--- config.mk ---
export PLATFORM = sky130hd
export DESIGN_NAME = gpio_input_conditioner
export DESIGN_NICKNAME = d
export VERILOG_FILES = /design/src/rtl/gpio_input_conditioner.sv
export SDC_FILE = /design/constraint.sdc
export NUM_CORES = 1
export LEC_CHECK = 0
export CORE_MARGIN = 2
export CORE_UTILIZATION = 45
export DETAILED_ROUTE_END_ITERATION = 12
export SETUP_SLACK_MARGIN = 0.1
export SYNTH_ARGS = -nofsm -noshare
export SYNTH_HDL_FRONTEND = slang
export SYNTH_SLANG_ARGS = --single-unit
--- constraint.sdc ---
create_clock -name clk -period 4.19 [get_ports clk]
set_input_delay 0.419 -clock clk [delete_from_list [all_inputs] [get_ports clk]]
set_output_delay 0.419 -clock clk [all_outputs]
set_load 0.05 [all_outputs]
--- src/rtl/gpio_input_conditioner.sv ---
// Per-pin synchroniser, debouncer and edge detector feeding a prioritised event FIFO.
// Accepted transitions appear both as level/pulse vectors and as a serial event stream.
module gpio_input_conditioner #(
  parameter int WIDTH      = 8,
  parameter int DB_CYCLES  = 16,
  parameter int FIFO_DEPTH = 4
) (
  input  logic                     clk,
  input  logic                     rst,
  input  logic                     en,
  input  logic [WIDTH-1:0]         pin_in,
  output logic [WIDTH-1:0]         level_out,
  output logic [WIDTH-1:0]         rise_pulse,
  output logic [WIDTH-1:0]         fall_pulse,
  output logic                     evt_valid,
  input  logic                     evt_ready,
  output logic [$clog2(WIDTH)-1:0] evt_pin,
  output logic                     evt_rise,
  output logic                     overflow
);

  localparam int PW = $clog2(WIDTH);
  localparam int CW = $clog2(DB_CYCLES);
  localparam int AW = $clog2(FIFO_DEPTH);

  logic [WIDTH-1:0] r_sync1, r_sync2;
  logic [WIDTH-1:0] r_stable;
  logic [CW-1:0]    r_cnt [WIDTH];
  logic [WIDTH-1:0] r_rise, r_fall;
  logic [WIDTH-1:0] r_pend, r_pend_dir;
  logic             r_overflow;

  logic [PW:0]      r_mem [FIFO_DEPTH];
  logic [AW-1:0]    r_wptr, r_rptr;
  logic [AW:0]      r_count;

  logic [WIDTH-1:0] w_accept;
  logic [WIDTH-1:0] w_push_oh;
  logic [PW-1:0]    w_arb_idx;
  logic             w_full, w_push, w_pop;

  always_ff @(posedge clk) begin
    if (rst) begin
      r_sync1 <= '0;
      r_sync2 <= '0;
    end else begin
      r_sync1 <= pin_in;
      r_sync2 <= r_sync1;
    end
  end

  // A pin is accepted on the cycle its mismatch has persisted DB_CYCLES samples.
  always_comb begin
    w_accept = '0;
    for (int i = 0; i < WIDTH; i++) begin
      w_accept[i] = en && (r_sync2[i] != r_stable[i]) &&
                    (r_cnt[i] == CW'(DB_CYCLES - 1));
    end
  end

  always_ff @(posedge clk) begin
    if (rst) begin
      r_stable <= '0;
      r_rise   <= '0;
      r_fall   <= '0;
      for (int i = 0; i < WIDTH; i++) r_cnt[i] <= '0;
    end else begin
      r_stable <= r_stable ^ w_accept;
      r_rise   <= w_accept & r_sync2;
      r_fall   <= w_accept & ~r_sync2;
      for (int i = 0; i < WIDTH; i++) begin
        if (!en || (r_sync2[i] == r_stable[i]) || w_accept[i]) r_cnt[i] <= '0;
        else r_cnt[i] <= r_cnt[i] + CW'(1);
      end
    end
  end

  // Fullness is judged on the registered count, so a pop never frees a slot in the same cycle.
  always_comb begin
    w_arb_idx = '0;
    for (int i = WIDTH - 1; i >= 0; i--) begin
      if (r_pend[i]) w_arb_idx = PW'(i);
    end
  end

  assign w_full    = (r_count == (AW + 1)'(FIFO_DEPTH));
  assign w_push    = en && !w_full && (|r_pend);
  assign w_push_oh = w_push ? (WIDTH'(1) << w_arb_idx) : '0;
  assign w_pop     = (r_count != '0) && evt_ready;

  always_ff @(posedge clk) begin
    if (rst) begin
      r_pend     <= '0;
      r_pend_dir <= '0;
      r_overflow <= 1'b0;
    end else begin
      r_pend     <= (r_pend & ~w_push_oh) | w_accept;
      r_pend_dir <= (r_pend_dir & ~w_accept) | (w_accept & r_sync2);
      if (|(w_accept & r_pend & ~w_push_oh)) r_overflow <= 1'b1;
    end
  end

  always_ff @(posedge clk) begin
    if (rst) begin
      r_wptr  <= '0;
      r_rptr  <= '0;
      r_count <= '0;
      for (int i = 0; i < FIFO_DEPTH; i++) r_mem[i] <= '0;
    end else begin
      if (w_push) begin
        r_mem[r_wptr] <= {w_arb_idx, r_pend_dir[w_arb_idx]};
        r_wptr        <= r_wptr + AW'(1);
      end
      if (w_pop) r_rptr <= r_rptr + AW'(1);
      case ({w_push, w_pop})
        2'b10:   r_count <= r_count + (AW + 1)'(1);
        2'b01:   r_count <= r_count - (AW + 1)'(1);
        default: r_count <= r_count;
      endcase
    end
  end

  assign level_out  = r_stable;
  assign rise_pulse = r_rise;
  assign fall_pulse = r_fall;
  assign overflow   = r_overflow;
  assign evt_valid  = (r_count != '0);
  assign evt_pin    = r_mem[r_rptr][PW:1];
  assign evt_rise   = r_mem[r_rptr][0];

endmodule

==> flow_summary.json <==
{
  "final_cell_mix": "nor2_1 (71), dfxtp_1 (66), edfxtp_1 (48)",
  "end_kind": "output port",
  "post-dp-hpwl_um": 6650,
  "yosysWarningCount": 0,
  "yosys.area.top_type": "edfxtp_1",
  "drc": 0,
  "clockRootBuffer": "clkbuf_8",
  "synth_top_area_share_pct": 30.3,
  "post_cts_buffers": 0,
  "clkSinkCount": 114,
  "cap_violations": 0,
  "slew_headroom_pct": 32.0,
  "rsz0062_at_grt": "no",
  "crit_family": "buffers and inverters",
  "finalSetupViolCount": 0,
  "syn_area_per_cell_um2": 10.9,
  "slew_violations": 0,
  "path_buf_inv": 1,
  "synth_flop_cell": "dfxtp_1",
  "nets": 536,
  "overflow": 0,
  "status": "complete, no violations",
  "final.setup.worst_slack_ps": 1560,
  "start_util_pct": 46.3,
  "path_max_fanout": 4,
  "finalClockSkew_ps": 11.1,
  "final_hold_viol_count": 0,
  "tightest_slew_ps": 1020,
  "synth.distinct_cells": 56,
  "syn_inst": 436,
  "num_vias": 3242,
  "period_needed_ps": 2630,
  "finalWeightedCongestion": 0.838,
  "power_density_mw_per_mm2": 435,
  "die_w_um": 107,
  "dpl-instance-area_mm2": 0.00539,
  "hp-class": "input pin to flop",
  "ys_seq_area_share_pct": 58.1,
  "p_leak_nw": 2.26,
  "routed_wl_um": 9190,
  "row_count": 37,
  "grt_start_max_net_pins": 29,
  "cp_slowest_stage_delay_ps": 710,
  "cts_max_level": 4,
  "core-area_mm2": 0.0103,
  "wl_per_cell_um": 13.9,
  "cts_tree": "yes",
  "grt_pass1_vias": 3230,
  "antenna_found_initial": 0,
  "fp.dieH_um": 107,
  "worstSkewPairLatency_ps": 500,
  "slowest_stage": "clkdlybuf4s50_1",
  "grtUsageTotal_pct": 17.4,
  "drive_above_1_share_pct": 9.30,
  "clk_path_buf_depth": 2,
  "synth_edf_count": 48,
  "post-route-period-util_pct": 62.8,
  "postCtsResizedCells": 0,
  "pre_cts_ws_ps": 1320,
  "ys_ff_latch": 114,
  "tns_ps": 0,
  "syn-cell-area_mm2": 0.00476,
  "numCtsBuffers": 17,
  "start_kind": "flop",
  "synth.area.top_cells": "edfxtp_1 (30%), dfxtp_1 (28%), nor2_1 (5.6%), xor2_1 (4.1%), ha_1 (2.4%)",
  "ant_nets": 0,
  "ys_async_sr_fraction_pct": 0,
  "final_area_mm2": 0.00594,
  "ir_drop_mv": 0.225,
  "path_class": "flop to output port",
  "dr.first_iter.drc_count": 102,
  "fmaxAchievable_mhz": 380,
  "dr.pass1.iters": 4,
  "crit_chain": "mux4_2 > clkdlybuf4s50_1",
  "viasPerCell": 4.89,
  "worstPathArrival_ps": 2210,
  "dieArea_mm2": 0.0114,
  "grt_pass1_wl_um": 15400,
  "postCtsHoldBufs": 0,
  "required_ps": 3770,
  "final_common_cell": "nor2_1",
  "pin_count": 42,
  "port_buffers": 41,
  "synthToLayoutAreaGrowth_pct": 25.0,
  "antennaDiodeCount": 0,
  "path_clk_slew_ps": 60
}
[worst paths after layout]
check | start | end | slack (ps) | depth (start not counted)
setup / recovery | flop | evt_pin[1] | 1560 | 2
hold / removal | rst | level_out[6]$_SDFF_PP0_ | 380 | 2
setup reg to reg | r_count[2]$_SDFFE_PP0P_ | r_count[2]$_SDFFE_PP0P_ | 1560 | 9
hold reg to reg | r_sync1[5]$_SDFF_PP0_ | r_sync2[5]$_SDFF_PP0_ | 440 | 1
[through the flow]
stage / hold slack [ps] / utilization (%) / power [mW] / instances
detailed placement: 427 / 52.5 / 1.30 / 631
global route: 402 / 57.8 / 2.67 / 663
global placement: 422 / 52.5 / 1.30 / 631
CTS: 368 / 57.8 / 2.61 / 663
finish: 382 / 57.8 / 2.58 / 663
floorplan: 414 / - / 1.27 / 467
[routing by layer]
metal | GRT usage [%] | wire [um]
met3 | 4.50 | 307
met4 | 6.49 | 114
met1 | 22.2 | 4340
met2 | 28.4 | 4420
met5 | 0 | 0
[cells in the mapped netlist (2+ instances only)]
library cell,count
nor2_1,71
dfxtp_1,66
edfxtp_1,48
nand2_1,24
xor2_1,22
nand3_1,19
nor2b_1,18
inv_1,17
a21oi_1,16
xnor2_1,12
nor3b_1,10
and3_1,9
clkbuf_1,9
ha_1,9
nor3_1,8
o21ai_0,5
mux2i_1,4
mux4_2,4
nand2b_1,4
or2_1,4
or3_1,4
buf_2,3
o22ai_1,3
o41ai_1,3
or3b_1,3
a31o_2,2
a31oi_1,2
inv_2,2
mux2_2,2
nand4_1,2
nor4_1,2
o211ai_1,2
o221ai_2,2
o31a_1,2
o32ai_1,2
[state kept, by name, indices dropped and copies added, names as in the netlist, named ones only]
| register | count |
|---|---|
| rise_pulse | 8 |
| overflow | 1 |
| r_pend | 8 |
| r_sync1 | 8 |
| r_wptr | 2 |
| r_mem | 16 |
| r_sync2 | 8 |
| r_rptr | 2 |
| r_cnt | 32 |
| r_count | 3 |
| fall_pulse | 8 |
| level_out | 8 |
[cell type report]
cell class | instances | area [um2]
fillers | 931 | 4330
flip-flops and latches | 114 | 2760
multi-input cells | 319 | 1970
clock buffers | 25 | 505
repair buffers | 42 | 413
well taps | 136 | 170
inverters | 20 | 75.1
clock inverters | 7 | 47.5
[kinds of logic (layout without fill, tap and decap cells)]
kind of cell | count (synthesis) | in the layout | share of synthesized area (%)
flops | 114 | 114 | 58.1
buf+inv | 34 | 94 | 2.92
mux | 10 | 10 | 3.21
simple gates | 185 | 185 | 19.4
xor+xnor | 34 | 34 | 6.26
compound gates | 48 | 48 | 7.26
fa+ha+maj | 10 | 10 | 2.79
other cells | 1 | 32 | 0.0789
[report_power, final]
group | internal (mW) | switching (mW) | total (mW)
clock | 0.823 | 0.484 | 1.31
combinational | 0.0320 | 0.0481 | 0.0801
sequential | 1.18 | 0.0149 | 1.20
No activity file was read; power rests on OpenSTA's default activity.
